===== src/rtl/led_pwm_bank_pkg.sv =====
// Shared constants for the LED PWM bank: channel modes, CTRL bit, config field layout.
package led_pwm_pkg;

  localparam logic [1:0] MODE_OFF   = 2'd0;
  localparam logic [1:0] MODE_ON    = 2'd1;
  localparam logic [1:0] MODE_PWM   = 2'd2;
  localparam logic [1:0] MODE_BLINK = 2'd3;

  localparam int CTRL_EN_BIT  = 0;
  localparam int CFG_MODE_LSB = 0;
  localparam int CFG_MODE_W   = 2;
  localparam int CFG_DUTY_LSB = 2;

endpackage


===== src/rtl/led_pwm_bank_if.sv =====
// Register port between the CPU I/O bus and the LED bank.
//
// Handshake: there is no ready. A write strobe (in_wr_en) is always accepted on
// the edge it is sampled. A read strobe (in_rd_en) sampled at edge N produces
// out_rd_data with out_rd_valid high for exactly the cycle following edge N;
// out_rd_data keeps the last read value while out_rd_valid is low.
interface led_pwm_bank_if #(
  parameter int AW = 3
);
  logic          in_wr_en;
  logic [AW-1:0] in_addr;
  logic [15:0]   in_wr_data;
  logic          in_rd_en;
  logic [15:0]   out_rd_data;
  logic          out_rd_valid;

  modport master (
    output in_wr_en, in_addr, in_wr_data, in_rd_en,
    input  out_rd_data, out_rd_valid
  );

  modport slave (
    input  in_wr_en, in_addr, in_wr_data, in_rd_en,
    output out_rd_data, out_rd_valid
  );
endinterface


===== src/rtl/led_pwm_bank_channel.sv =====
// One LED channel: config register, period-aligned duty shadow and next LED bit.
module led_pwm_channel
  import led_pwm_pkg::*;
#(
  parameter int PWM_BITS = 8
) (
  input  logic                i_clk,
  input  logic                i_rst,
  input  logic                i_wr_en,
  input  logic [PWM_BITS+1:0] i_wr_data,
  input  logic [PWM_BITS-1:0] i_pwm_cnt,
  input  logic                i_wrap,
  input  logic                i_blink_phase,
  output logic                o_led_next,
  output logic [15:0]         o_cfg
);

  logic [1:0]          r_mode;
  logic [PWM_BITS-1:0] r_duty;
  logic [PWM_BITS-1:0] r_duty_shadow;
  logic                w_pwm_on;

  // Config write; the shadow takes the pre-edge duty only at a period boundary.
  always_ff @(posedge i_clk or posedge i_rst) begin
    if (i_rst) begin
      r_mode        <= MODE_OFF;
      r_duty        <= '0;
      r_duty_shadow <= '0;
    end else begin
      if (i_wr_en) begin
        r_mode <= i_wr_data[CFG_MODE_LSB +: CFG_MODE_W];
        r_duty <= i_wr_data[CFG_DUTY_LSB +: PWM_BITS];
      end
      if (i_wrap) begin
        r_duty_shadow <= r_duty;
      end
    end
  end

  // Next LED bit from mode, shadowed duty and blink phase; also readback word.
  always_comb begin
    o_led_next = 1'b0;
    o_cfg      = '0;
    w_pwm_on   = (i_pwm_cnt < r_duty_shadow);
    case (r_mode)
      MODE_OFF:   o_led_next = 1'b0;
      MODE_ON:    o_led_next = 1'b1;
      MODE_PWM:   o_led_next = w_pwm_on;
      MODE_BLINK: o_led_next = i_blink_phase & w_pwm_on;
      default:    o_led_next = 1'b0;
    endcase
    o_cfg[CFG_MODE_LSB +: CFG_MODE_W] = r_mode;
    o_cfg[CFG_DUTY_LSB +: PWM_BITS]   = r_duty;
  end

endmodule


===== src/rtl/led_pwm_bank.sv =====
// LED output bank: shared PWM/blink timebase, CTRL enable, register readback
// and the registered LED outputs for NUM_LEDS channels.
module led_pwm_bank
  import led_pwm_pkg::*;
#(
  parameter int  NUM_LEDS       = 5,
  parameter int  PWM_BITS       = 8,
  parameter int  PWM_DIV        = 4,
  parameter int  BLINK_DIV_BITS = 22,
  localparam int AW             = $clog2(NUM_LEDS + 1)
) (
  input  logic                in_clock,
  input  logic                in_reset,
  led_pwm_bank_if.slave       bus,
  output logic [NUM_LEDS-1:0] out_led,
  output logic                out_pwm_wrap
);

  // Prescaler needs at least one bit even when PWM_DIV is 1.
  localparam int              PS_W    = (PWM_DIV > 1) ? $clog2(PWM_DIV) : 1;
  localparam logic [PS_W-1:0] PS_LAST = PS_W'(PWM_DIV - 1);

  logic [PS_W-1:0]           r_presc;
  logic [PWM_BITS-1:0]       r_pwm_cnt;
  logic [BLINK_DIV_BITS-1:0] r_blink_cnt;
  logic                      r_enable;
  logic [NUM_LEDS-1:0]       r_led;
  logic                      r_wrap;
  logic [15:0]               r_rd_data;
  logic                      r_rd_valid;

  logic                w_tick;
  logic                w_wrap;
  logic                w_blink_phase;
  logic                w_ctrl_wr;
  logic [NUM_LEDS-1:0] w_ch_wr;
  logic [NUM_LEDS-1:0] w_led_next;
  logic [15:0]         w_cfg [NUM_LEDS];
  logic [15:0]         w_rd_mux;
  logic                w_unused_wr_data;

  assign w_tick           = (r_presc == PS_LAST);
  assign w_wrap           = w_tick && (r_pwm_cnt == {PWM_BITS{1'b1}});
  assign w_blink_phase    = r_blink_cnt[BLINK_DIV_BITS-1];
  assign w_ctrl_wr        = bus.in_wr_en && (bus.in_addr == AW'(NUM_LEDS));
  // Config bits above the duty field are write-ignored.
  assign w_unused_wr_data = ^bus.in_wr_data[15:PWM_BITS+2];

  // Free-running timebase: prescaler, PWM counter, blink counter, wrap strobe.
  always_ff @(posedge in_clock or posedge in_reset) begin
    if (in_reset) begin
      r_presc     <= '0;
      r_pwm_cnt   <= '0;
      r_blink_cnt <= '0;
      r_wrap      <= 1'b0;
    end else begin
      r_presc     <= w_tick ? '0 : r_presc + 1'b1;
      if (w_tick) begin
        r_pwm_cnt <= r_pwm_cnt + 1'b1;
      end
      r_blink_cnt <= r_blink_cnt + 1'b1;
      r_wrap      <= w_wrap;
    end
  end

  // Global enable register.
  always_ff @(posedge in_clock or posedge in_reset) begin
    if (in_reset) begin
      r_enable <= 1'b0;
    end else if (w_ctrl_wr) begin
      r_enable <= bus.in_wr_data[CTRL_EN_BIT];
    end
  end

  for (genvar g = 0; g < NUM_LEDS; g++) begin : g_ch
    assign w_ch_wr[g] = bus.in_wr_en && (bus.in_addr == AW'(g));

    led_pwm_channel #(
      .PWM_BITS(PWM_BITS)
    ) u_ch (
      .i_clk        (in_clock),
      .i_rst        (in_reset),
      .i_wr_en      (w_ch_wr[g]),
      .i_wr_data    (bus.in_wr_data[PWM_BITS+1:0]),
      .i_pwm_cnt    (r_pwm_cnt),
      .i_wrap       (w_wrap),
      .i_blink_phase(w_blink_phase),
      .o_led_next   (w_led_next[g]),
      .o_cfg        (w_cfg[g])
    );
  end

  // Read mux: channel configs, then CTRL, anything above reads as zero.
  always_comb begin
    w_rd_mux = '0;
    for (int i = 0; i < NUM_LEDS; i++) begin
      if (bus.in_addr == AW'(i)) begin
        w_rd_mux = w_cfg[i];
      end
    end
    if (bus.in_addr == AW'(NUM_LEDS)) begin
      w_rd_mux = 16'(r_enable);
    end
  end

  // Registered read response and LED drive gated by the global enable.
  always_ff @(posedge in_clock or posedge in_reset) begin
    if (in_reset) begin
      r_rd_data  <= '0;
      r_rd_valid <= 1'b0;
      r_led      <= '0;
    end else begin
      r_rd_valid <= bus.in_rd_en;
      if (bus.in_rd_en) begin
        r_rd_data <= w_rd_mux;
      end
      r_led <= r_enable ? w_led_next : '0;
    end
  end

  assign out_led          = r_led;
  assign out_pwm_wrap     = r_wrap;
  assign bus.out_rd_data  = r_rd_data;
  assign bus.out_rd_valid = r_rd_valid;

endmodule

===== src/flat_wrapper.sv =====
// flat-port wrapper written by rule: the top's interface ports become plain ports
module led_pwm_bank_flat import led_pwm_pkg::*;
#(
  parameter int  NUM_LEDS       = 5,
  parameter int  PWM_BITS       = 8,
  parameter int  PWM_DIV        = 4,
  parameter int  BLINK_DIV_BITS = 22,
  localparam int AW             = $clog2(NUM_LEDS + 1)
)
  (in_clock, in_reset, out_led, out_pwm_wrap, bus_in_wr_en, bus_in_addr, bus_in_wr_data, bus_in_rd_en, bus_out_rd_data, bus_out_rd_valid);
  led_pwm_bank_if bus_i ();
  input  logic in_clock;
  input  logic in_reset;
  output logic [NUM_LEDS-1:0] out_led;
  output logic out_pwm_wrap;
  input wire logic [$bits(bus_i.in_wr_en)-1:0] bus_in_wr_en;
  input wire logic [$bits(bus_i.in_addr)-1:0] bus_in_addr;
  input wire logic [$bits(bus_i.in_wr_data)-1:0] bus_in_wr_data;
  input wire logic [$bits(bus_i.in_rd_en)-1:0] bus_in_rd_en;
  output wire logic [$bits(bus_i.out_rd_data)-1:0] bus_out_rd_data;
  output wire logic [$bits(bus_i.out_rd_valid)-1:0] bus_out_rd_valid;
  assign bus_i.in_wr_en = bus_in_wr_en;
  assign bus_i.in_addr = bus_in_addr;
  assign bus_i.in_wr_data = bus_in_wr_data;
  assign bus_i.in_rd_en = bus_in_rd_en;
  assign bus_out_rd_data = bus_i.out_rd_data;
  assign bus_out_rd_valid = bus_i.out_rd_valid;
  led_pwm_bank #(.NUM_LEDS(NUM_LEDS), .PWM_BITS(PWM_BITS), .PWM_DIV(PWM_DIV), .BLINK_DIV_BITS(BLINK_DIV_BITS)) u_core (.in_clock(in_clock), .in_reset(in_reset), .bus(bus_i), .out_led(out_led), .out_pwm_wrap(out_pwm_wrap));
endmodule

===== config.mk =====
export PLATFORM = sky130hd
export DESIGN_NAME = led_pwm_bank_flat
export DESIGN_NICKNAME = d
export VERILOG_FILES = /design/src/rtl/led_pwm_bank_pkg.sv /design/src/rtl/led_pwm_bank_if.sv /design/src/rtl/led_pwm_bank_channel.sv /design/src/rtl/led_pwm_bank.sv /design/src/flat_wrapper.sv
export SDC_FILE = /design/constraint.sdc
export NUM_CORES = 1
export LEC_CHECK = 0
export BUFFER_PORTS_ARGS = -buffer_cell sky130_fd_sc_hd__buf_2
export CORE_ASPECT_RATIO = 0.75
export CORE_UTILIZATION = 25
export CTS_BUF_LIST = sky130_fd_sc_hd__clkbuf_8 sky130_fd_sc_hd__clkbuf_16
export CTS_CLUSTER_DIAMETER = 200
export DETAILED_ROUTE_END_ITERATION = 7
export SYNTH_ARGS = -nofsm -noshare
export SYNTH_HDL_FRONTEND = slang
export SYNTH_SLANG_ARGS = --single-unit

===== constraint.sdc =====
create_clock -name in_clock -period 4.35 [get_ports in_clock]
set_input_delay 0.6525 -clock in_clock [delete_from_list [all_inputs] [get_ports in_clock]]
set_output_delay 0.6525 -clock in_clock [all_outputs]
set_load 0.01 [all_outputs]

==> impl_metrics.toml <==
[synth]
avgSynthCellArea_um2 = 13.0
muxShareOfSynthArea_pct = 20.4
synth_top_family_by_area = "multiplexers"
netlist_area_um2 = 6900
synthAdderAreaFrac_pct = 6.89
synth_cells = 531
synth_cell_type_count = 45
synthSimpleGateAreaFrac_pct = 7.80
synth_compound_area_share_pct = 5.26
synth-xor-area-share_pct = 3.43
synth.yosys.seq_area_share_pct = 50.8
ys_warn_count = 0
yosys_register_bits = 140

[sta]
holdWs_ns = 0.402
setup_viol = 0
layout_worst_path_cycle_share_pct = 60.5
final.setup.tns_ns = 0
rsz0062_at_grt = "no"
clock-skew-final_ns = 0.00788
slew_viol_final = 0
slew_headroom_pct = 39.3
hold_viol = 0
fmax_mhz = 380
period_needed_ns = 2.63
tightest_slew_ns = 0.911
fin_ws_ns = 1.72

[layout]
areaGrowthSynthToFinish_pct = 16.3
nNetsFinal = 631
multi_input_comb_area_um2 = 3050
regArea_um2 = 3500
antenna_cells = 0
n_fill_cell = 2754
final_util_pct = 29.7
drive_gt1_share_pct = 30.4

[power_and_ir_drop]
p_per_area_nw_per_um2 = 431
p_total_w = 0.00346
leakage_nw = 3.57
ir_drop_mv = 0.292

[route]
ant_nets = 0
drt_iter0_markers = 269
routed_via_density = 4.36
drc = 0
num_vias = 4071
wirelength_mm = 15.1
post_drt_wl_per_cell_um = 16.1
drt-pass1-iter-count = 4

[flow_run]
maxCapViolCount = 0

[clocking]
root_buffer = "clkbuf_16"
clockBufferDepth = 2
cts_htree_levels = 4
numCtsBuffers = 17
cts_setup_buffers = 0
clk_latency_ns = 0.42
clk_pin_slew_ns = 0.06
cts-hold-fix-buffers = 0
cts_tree = "yes"
cts_sinks = 140
cts_resized = 0

[setup_path]
cp.required_ns = 4.65
rrSetupSlack_ns = 1.72
cp-end-kind = "flop"
worstPathMaxFanout = 27
worstSetupPathType = "reg2reg"
rr_worst_depth = 6
worst-endpoint-arrival_ns = 2.93
cp-start-kind = "flop"

[die]
die_area_um2 = 28300
std_cell_rows = 52
io_pins = 46
floorplan.initialDensity_pct = 25.5
dieHeight_um = 146
fp.coreArea_um2 = 27100
die_w_um = 194

[placed_design]
io_buffers = 33
dp_slack_ns = 1.50
place.gp.congestion = 0.794
hpwl_mm = 10.1

[outcome]
status = "completed"

[grt]
grt_antenna_before_repair = 0
grt_overflow = 0
grt_max_degree = 75
grt_usage_pct = 11.4
grt_pass1_wl_mm = 24.6
first_global_vias = 4228

[min_path]
hold_path.class = "in2async"
synth_stat cells, drive strengths merged:
cell type / instances / share of area [%]
dfrtp: 140 / 51
mux2: 92 / 17
inv: 42 / 2.3
ha: 38 / 6.9
nor2: 32 / 1.8
buf: 20 / 3.0
nand2: 20 / 1.1
nand3: 17 / 1.3
xnor2: 17 / 2.2
a221oi: 14 / 1.9
a21oi: 12 / 0.87
o21ai: 12 / 0.87
a21o: 10 / 1.1
nand2b: 10 / 0.91
xor2: 10 / 1.3
mux4: 9 / 3.1
nand4: 6 / 0.63
nor2b: 6 / 0.54
a31oi: 5 / 0.45
nor3: 4 / 0.60
clkbuf: 3 / 0.16
and3: 2 / 0.18
nor4: 2 / 0.18
and2: 1 / 0.091
and3b: 1 / 0.13
conb: 1 / 0.054
mux2i: 1 / 0.15
nand4b: 1 / 0.13
nor3b: 1 / 0.11
nor4b: 1 / 0.13
o31ai: 1 / 0.11
where the power goes:
part / total, W / internal, W / switching [W]
registers: 0.00153 / 0.00143 / 0.000102
logic: 0.000315 / 0.000169 / 0.000146
clock network: 0.00162 / 0.00106 / 0.000557
total: 0.00346 / 0.00265 / 0.000806
cell type report:
cell class / count / area share (%)
flip-flops and latches: 140 / 43.6
multi-input cells: 331 / 38.0
clock buffers: 20 / 5.81
well taps: 351 / 5.47
repair buffers: 38 / 2.68
clock inverters: 12 / 2.40
inverters: 42 / 2.01
state kept, by name, indices dropped and copies added (netlist names), 2 cells and up:
signal                          cells
u_core.bus.out_rd_data             10
u_core.g_ch.u_ch.r_duty            40
u_core.g_ch.u_ch.r_duty_shadow     40
u_core.g_ch.u_ch.r_mode            10
u_core.out_led                      5
u_core.r_blink_cnt                 22
u_core.r_presc                      2
u_core.r_pwm_cnt                    8
kinds of logic (layout without fill, tap and decap cells):
group / count (synthesis) / count (layout)
fa+ha+maj: 38 / 38
compound gates: 54 / 54
xor+xnor: 27 / 27
mux: 102 / 102
simple gates: 104 / 104
buf+inv: 65 / 112
flops: 140 / 140
other cells: 1 / 6
placed cells by master, fill, tap and decap left out, drive strengths merged, types with 9 or more instances in the layout:
cell,n
nand2,20
a21oi,12
clkbuf,20
mux2,92
xor2,10
dfrtp,140
mux4,9
a21o,10
a221oi,14
nor2,32
inv,42
o21ai,12
nand3,17
xnor2,17
ha,38
buf,38
nand2b,10
final timing paths:
path                                            startpoint                                                to
setup / recovery           u_core.r_pwm_cnt[1]$_DFFE_PP0P_  u_core.g_ch[2].u_ch.r_duty_shadow[1]$_DFFE_PP0P_
hold / removal                                    in_reset                     u_core.out_pwm_wrap$_DFF_PP0_
setup reg to reg           u_core.r_pwm_cnt[1]$_DFFE_PP0P_  u_core.g_ch[2].u_ch.r_duty_shadow[1]$_DFFE_PP0P_
hold reg to reg                u_core.r_presc[0]$_DFF_PP0_                       u_core.r_presc[0]$_DFF_PP0_
max in group asynchronous                         in_reset             u_core.bus.out_rd_data[4]$_DFFE_PP0P_
min in group in_clock          u_core.r_presc[0]$_DFF_PP0_                       u_core.r_presc[0]$_DFF_PP0_
through the flow:
step | std cells | cell area [um^2]
global placement | 902 | 7370
finish | 934 | 8030
detailed placement | 902 | 7370
global route | 934 | 8030
CTS | 934 | 8030
floorplan | 536 | 6920
worst max-delay path: stages (launching register included):
cell     delay (ns)
dfrtp_1        0.53
ha_1           0.25
nand2_1        0.06
nor2_1         0.16
and3_2         0.83
buf_4          0.35
mux2_4         0.31
routing by layer:
| metal | vias to the layer above | wire length (um) | track usage, % | share of wire (%) |
|---|---|---|---|---|
| met4 | 0 | 231 | 3.97 | 1.5 |
| met2 | 71 | 6430 | 16.1 | 43 |
| met3 | 16 | 525 | 2.55 | 3.5 |
| met1 | 2051 | 7890 | 17.0 | 52 |
| li1 | 1933 | - | - | - |
| met5 | - | 0 | 0 | 0 |
Note: power is estimated with default switching activity, not from simulation.
